`src/rtl/sll_serial.sv`:
```
// Serial logical left shifter: moves the operand one bit per clock and
// presents in << shamt with zero fill behind a valid/ready handshake.
module sll_serial #(
  parameter int N = 32
) (
  input  logic                 clk,
  input  logic                 rst,
  input  logic                 in_valid,
  output logic                 in_ready,
  input  logic [N-1:0]         in,
  input  logic [$clog2(N)-1:0] shamt,
  output logic                 out_valid,
  input  logic                 out_ready,
  output logic [N-1:0]         out,
  output logic                 busy
);
  localparam int SW = $clog2(N);

  typedef enum logic [1:0] {IDLE, SHIFT, DONE} state_t;

  state_t        state_reg;
  logic [N-1:0]  acc_reg;
  logic [SW-1:0] count_reg;
  logic          out_valid_reg;
  logic          busy_reg;
  logic [N-1:0]  acc_shl;

  // One-position shift with zero fill; the top bit falls off.
  assign acc_shl[0] = 1'b0;
  generate
    for (genvar gi = 1; gi < N; gi++) begin : g_shl
      assign acc_shl[gi] = acc_reg[gi-1];
    end
  endgenerate

  always_ff @(posedge clk or negedge rst) begin
    if (!rst) begin
      state_reg     <= IDLE;
      acc_reg       <= '0;
      count_reg     <= '0;
      out_valid_reg <= 1'b0;
      busy_reg      <= 1'b0;
    end else begin
      case (state_reg)
        IDLE: begin
          if (in_valid) begin
            acc_reg       <= in;
            count_reg     <= shamt;
            busy_reg      <= 1'b1;
            out_valid_reg <= (shamt == '0);
            state_reg     <= (shamt == '0) ? DONE : SHIFT;
          end
        end
        SHIFT: begin
          acc_reg   <= acc_shl;
          count_reg <= count_reg - 1'b1;
          if (count_reg == SW'(1)) begin
            out_valid_reg <= 1'b1;
            state_reg     <= DONE;
          end
        end
        DONE: begin
          if (out_ready) begin
            out_valid_reg <= 1'b0;
            busy_reg      <= 1'b0;
            state_reg     <= IDLE;
          end
        end
        default: begin
          out_valid_reg <= 1'b0;
          busy_reg      <= 1'b0;
          state_reg     <= IDLE;
        end
      endcase
    end
  end

  // Held low while reset is asserted so no request is taken during reset.
  assign in_ready  = rst && (state_reg == IDLE);
  assign out_valid = out_valid_reg;
  assign busy      = busy_reg;
  assign out       = acc_reg;

endmodule

```
`config.mk`:
```
export PLATFORM = sky130hd
export DESIGN_NAME = sll_serial
export DESIGN_NICKNAME = d
export VERILOG_FILES = /design/src/rtl/sll_serial.sv
export SDC_FILE = /design/constraint.sdc
export NUM_CORES = 1
export LEC_CHECK = 0
export ABC_CLOCK_PERIOD_IN_PS = 1900
export CAP_MARGIN = 20
export CORE_UTILIZATION = 30
export CTS_CLUSTER_SIZE = 12
export DETAILED_ROUTE_END_ITERATION = 7
export GPL_TIMING_DRIVEN = 0
export PLACE_DENSITY = 0.68
export RECOVER_POWER = 25
export SETUP_SLACK_MARGIN = 0.4
export SKIP_LAST_GASP = 1
export SLEW_MARGIN = 20
export SYNTH_ARGS = -nofsm -noshare
export SYNTH_HDL_FRONTEND = slang
export SYNTH_SLANG_ARGS = --single-unit
```
`constraint.sdc`:
```
create_clock -name clk -period 1.9 [get_ports clk]
set_input_delay 0.38 -clock clk [delete_from_list [all_inputs] [get_ports clk]]
set_output_delay 0.38 -clock clk [all_outputs]
set_load 0.1 [all_outputs]
```
==> Word level (Yosys, flattened, before mapping) <==
Cells that the tools add are included.
{ "word_totals": {"register_bits": 41, "output_inout_bits": 35} }
{ "classes": {"add_sub_neg": 1, "eq_ne": 6, "muxes": 15, "bitwise": 1, "reduce_logical": 7} }
{ "ops": {"columns": ["operator", "n"], "rows": [
  ["one-hot mux 32 bit (2 select lines)", 1],
  ["two-way mux 32 bit", 1],
  ["one-hot mux 5 bit (2 select lines)", 1],
  ["two-way mux 2 bit", 4],
  ["inequality test 2 bit, second input constant", 3],
  ["one-hot mux 1 bit (3 select lines)", 2],
  ["one-hot mux 2 bit (3 select lines)", 1],
  ["AND reduction 3 bit", 2],
  ["equality test 5 x 1 -> 1 bit, second input constant", 1],
  ["logical NOT 5 bit", 1],
  ["two-way mux 5 bit", 1],
  ["subtractor 5 x 1 -> 5 bit, second input constant", 1],
  ["two-way mux 1 bit", 4],
  ["equality test 2 x 1 -> 1 bit, second input constant", 1],
  ["equality test 2 bit, second input constant", 1],
  ["logical NOT 2 bit", 1],
  ["AND reduction 2 bit", 1],
  ["nonzero test 2 bit", 1],
  ["logical AND 1 bit", 1],
  ["NOT 1 bit", 1]
]} }

==> Logic depth before layout (Yosys ltp) <==
{ "logic_depth": {"depth_word": 4, "mapped_depth": 6, "ltp_nobuf": 5} }

==> Worst setup path after synthesis <==
No wires, ideal clock.
{ "synth_path": {"kind": "register -> output", "startpoint": "register state_reg[1]", "endpoint": "output in_ready", "arrival_time_ns": 1.997, "required_ns": 1.520, "path_slack_ns": -0.477, "path_stages_with_launch": 4, "path_cell_list": "dfrtp_1 clkbuf_1 nor2_1 and2_1"} }
{ "synth_via": {"elab_chain_len": 2} }
{ "synth_rtl": {"columns": ["element", "line_no", "rtl"], "rows": [
  ["start: declaration", "21", "state_t state_reg;"],
  ["start signal: assignment", "51", "state_reg <= (shamt == '0) ? DONE : SHIFT;"],
  ["logical NOT 2 bit", "79", "assign in_ready = rst && (state_reg == IDLE);"],
  ["logical AND 1 bit", "79", null],
  ["end: declaration", "9", "output logic in_ready,"]
]} }
Every way passes these cells.

==> Worst setup path after layout <==
Same ends and word-level chain as after synthesis.

==> impl_metrics.env <==
export IMPL_status="finished clean"
export IMPL_synth_ff_type="dfrtp_1"
export IMPL_ios=76
export IMPL_largest_reg_flops=32
export IMPL_cts_tree="done"
export IMPL_grtUsageTotal_pct=14.81
export IMPL_synth_commonest_cells="40 x dfrtp_1, 37 x nand2_1, 33 x o21ai_0"
export IMPL_die_w_microns=83.61
export IMPL_arrival_ns=1.33
export IMPL_numClockSinks=40
export IMPL_grt_overflow_total=0
export IMPL_gp_congestion=0.7662
export IMPL_finalCritPeriodShare_pct=89.96
export IMPL_rsz0062_at_grt="true"
export IMPL_hold_viol_final=0
export IMPL_syn_inst=196
export IMPL_start_util_pct=31.29
export IMPL_tightest_slew_ns=0.5008
export IMPL_wire_per_inst_microns=13.73
export IMPL_synth_nets=239
export IMPL_setup_worst_path_start="state_reg[1]"
export IMPL_ys_seq_area_share_pct=50.09
export IMPL_post_route_min_period_ns=1.709
export IMPL_num_vias=1752
export IMPL_path_max_fanout=3
export IMPL_grt_pass1_vias=1687
export IMPL_rows=29
export IMPL_yosysMostFrequentCell="dfrtp_1"
export IMPL_fin_worst_skew_ns=0.003001
export IMPL_drc=0
export IMPL_ys_warnings_count=0
export IMPL_port_buffers=75
export IMPL_yosysTopAreaCell="dfrtp_1"
export IMPL_tns_ns=0
export IMPL_drtAntennaViolNets=0
export IMPL_cp_end_kind="output port"
export IMPL_nets=333
export IMPL_final_core_util_pct=48.32
export IMPL_crit_path_start_kind="register"
export IMPL_cts_reportedPaths_clkPinSlew_ns=0.07
export IMPL_final_cell_count_no_fill=367
export IMPL_routed_wl_mm=5.040
export IMPL_synth_area_top_cells="dfrtp_1 50%, mux2i_1 16%, o21ai_0 8.3%, nand2_1 7.0%, buf_8 2.3%"
export IMPL_syn2layout_area_growth_pct=54.41
export IMPL_synth_async_reset_ratio_pct=100.0
export IMPL_die_area_sq_mm=0.006991
export IMPL_finalSetupViolCount=0
export IMPL_coreArea_sq_mm=0.006386
export IMPL_synth_edf_count=0
export IMPL_hold_ws_ns=0.006612
export IMPL_drive_gt1_share_pct=25.52
export IMPL_drv_cap=0
export IMPL_firstDrtPassIters=4
export IMPL_r2r_start="state_reg[1]"
export IMPL_ys_types=32
export IMPL_dp_cells=349
export IMPL_htreeDepth=2
export IMPL_viasPerCell=4.774
export IMPL_root_buffer="clkbuf_8"
export IMPL_drt_iter0_drc=58
export IMPL_antenna_found_initial=0
export IMPL_cts_hold_buf=0
export IMPL_die_h_microns=83.61
export IMPL_required_ns=1.52
export IMPL_crit_type="register to output port"
export IMPL_cts_path_max_buffers=2
export IMPL_syn_cell_area_sq_mm=0.001998
export IMPL_ff2ff_setup_slack_ns=0.30
export IMPL_numCtsBuffers=5
export IMPL_hpwl_mm=3.481
export IMPL_diodes=0
export IMPL_max_clock_freq_ghz=0.5850
export IMPL_insertion_delay_ns=0.29
export IMPL_grt_first_pass_wirelength_mm=8.252
export IMPL_max_slew_margin_pct=66.84
export IMPL_avgSynthCellArea_sq_um=10.19
export IMPL_min_path_type="input pin to asynchronous set/reset pin"
export IMPL_grt_max_degree=27
export IMPL_synth_top_area_share_pct=50.09
export IMPL_report_final_slew_viol_count=0
export IMPL_ys_ff_latch=40
## per-stage QoR
step                setup slack [ns]  instance area (sq um)
global placement              -2.175                   2870
CTS                           0.1354                   2870
detailed placement           -0.5631                   2885
global route                  0.1386                   3085
floorplan                     0.2809                   2023
finish                        0.1907                   3085
## final cells by class
type / instances / area (sq um)
Buffer: 13 / 152.6
Multi-Input combinational cell: 136 / 893.4
Inverter: 7 / 26.28
Tap cell: 77 / 96.34
Clock inverter: 1 / 5.005
Clock buffer: 6 / 72.57
Fill cell: 627 / 3301
Sequential cell: 40 / 1005
Timing Repair Buffer: 87 / 834.6
## per-layer routing
layer / track usage, % / vias to the layer above / routed length [microns] / part of all wire, %
li1: - / 867 / - / -
met1: 19.90 / 832 / 2424 / 48
met2: 23.43 / 46 / 2302 / 46
met3: 4.352 / 7 / 269 / 5.3
met4: 3.698 / 0 / 44 / 0.87
met5: 0 / - / 0 / 0
## cells by family (layout without fill, tap and decap cells)
logic type / Yosys count / after routing / share of synthesized area, %
mux: 31 / 31 / 15.53
simple gates: 51 / 51 / 11.77
flops: 40 / 40 / 50.09
fa+ha+maj: 2 / 2 / 1.252
compound gates: 52 / 52 / 14.97
buf+inv: 20 / 114 / 6.386
## worst paths after layout
| path | cells after the start | end |
|---|---|---|
| worst max-delay path | 4 | in_ready |
| worst min-delay path | 1 | out[5] |
| worst max register to register | 6 | out[14] |
| worst min register to register | 2 | out[31] |
| max in group asynchronous | 2 | state_reg[1] |
| min in group clk | 2 | out[31] |
## timing repair
action                     4_1_cts  5_1_grt
gates resized for setup        195       35
pin swaps                        1        1
gates cloned                     0        3
buffers inserted                 3        5
setup endpoints to repair       66       53
## worst max-delay path, cell delays in order (launching register included)
cell and delay [ns]:
dfrtp_4 0.49, clkbuf_16 0.15, nor2_4 0.08, and2_4 0.15, buf_12 0.17
## cells in the final DEF, fill, tap and decap left out, types with 2 or more instances in the layout
| master | count |
|---|---|
| clkdlybuf4s50_1 | 38 |
| clkbuf_4 | 23 |
| dfrtp_1 | 39 |
| clkbuf_1 | 2 |
| a21oi_1 | 5 |
| o22a_1 | 5 |
| clkbuf_8 | 5 |
| ha_1 | 2 |
| buf_12 | 6 |
| o21ai_1 | 30 |
| nand2_1 | 37 |
| nand2b_1 | 2 |
| mux2i_1 | 30 |
| inv_1 | 7 |
| o21ai_0 | 5 |
| buf_2 | 4 |
| buf_4 | 20 |
| nor2_1 | 2 |
| clkbuf_16 | 4 |
Power is left out: the tool's default activity adds up to more than one toggle a clock period on the data nets, which glitch-free logic cannot reach.
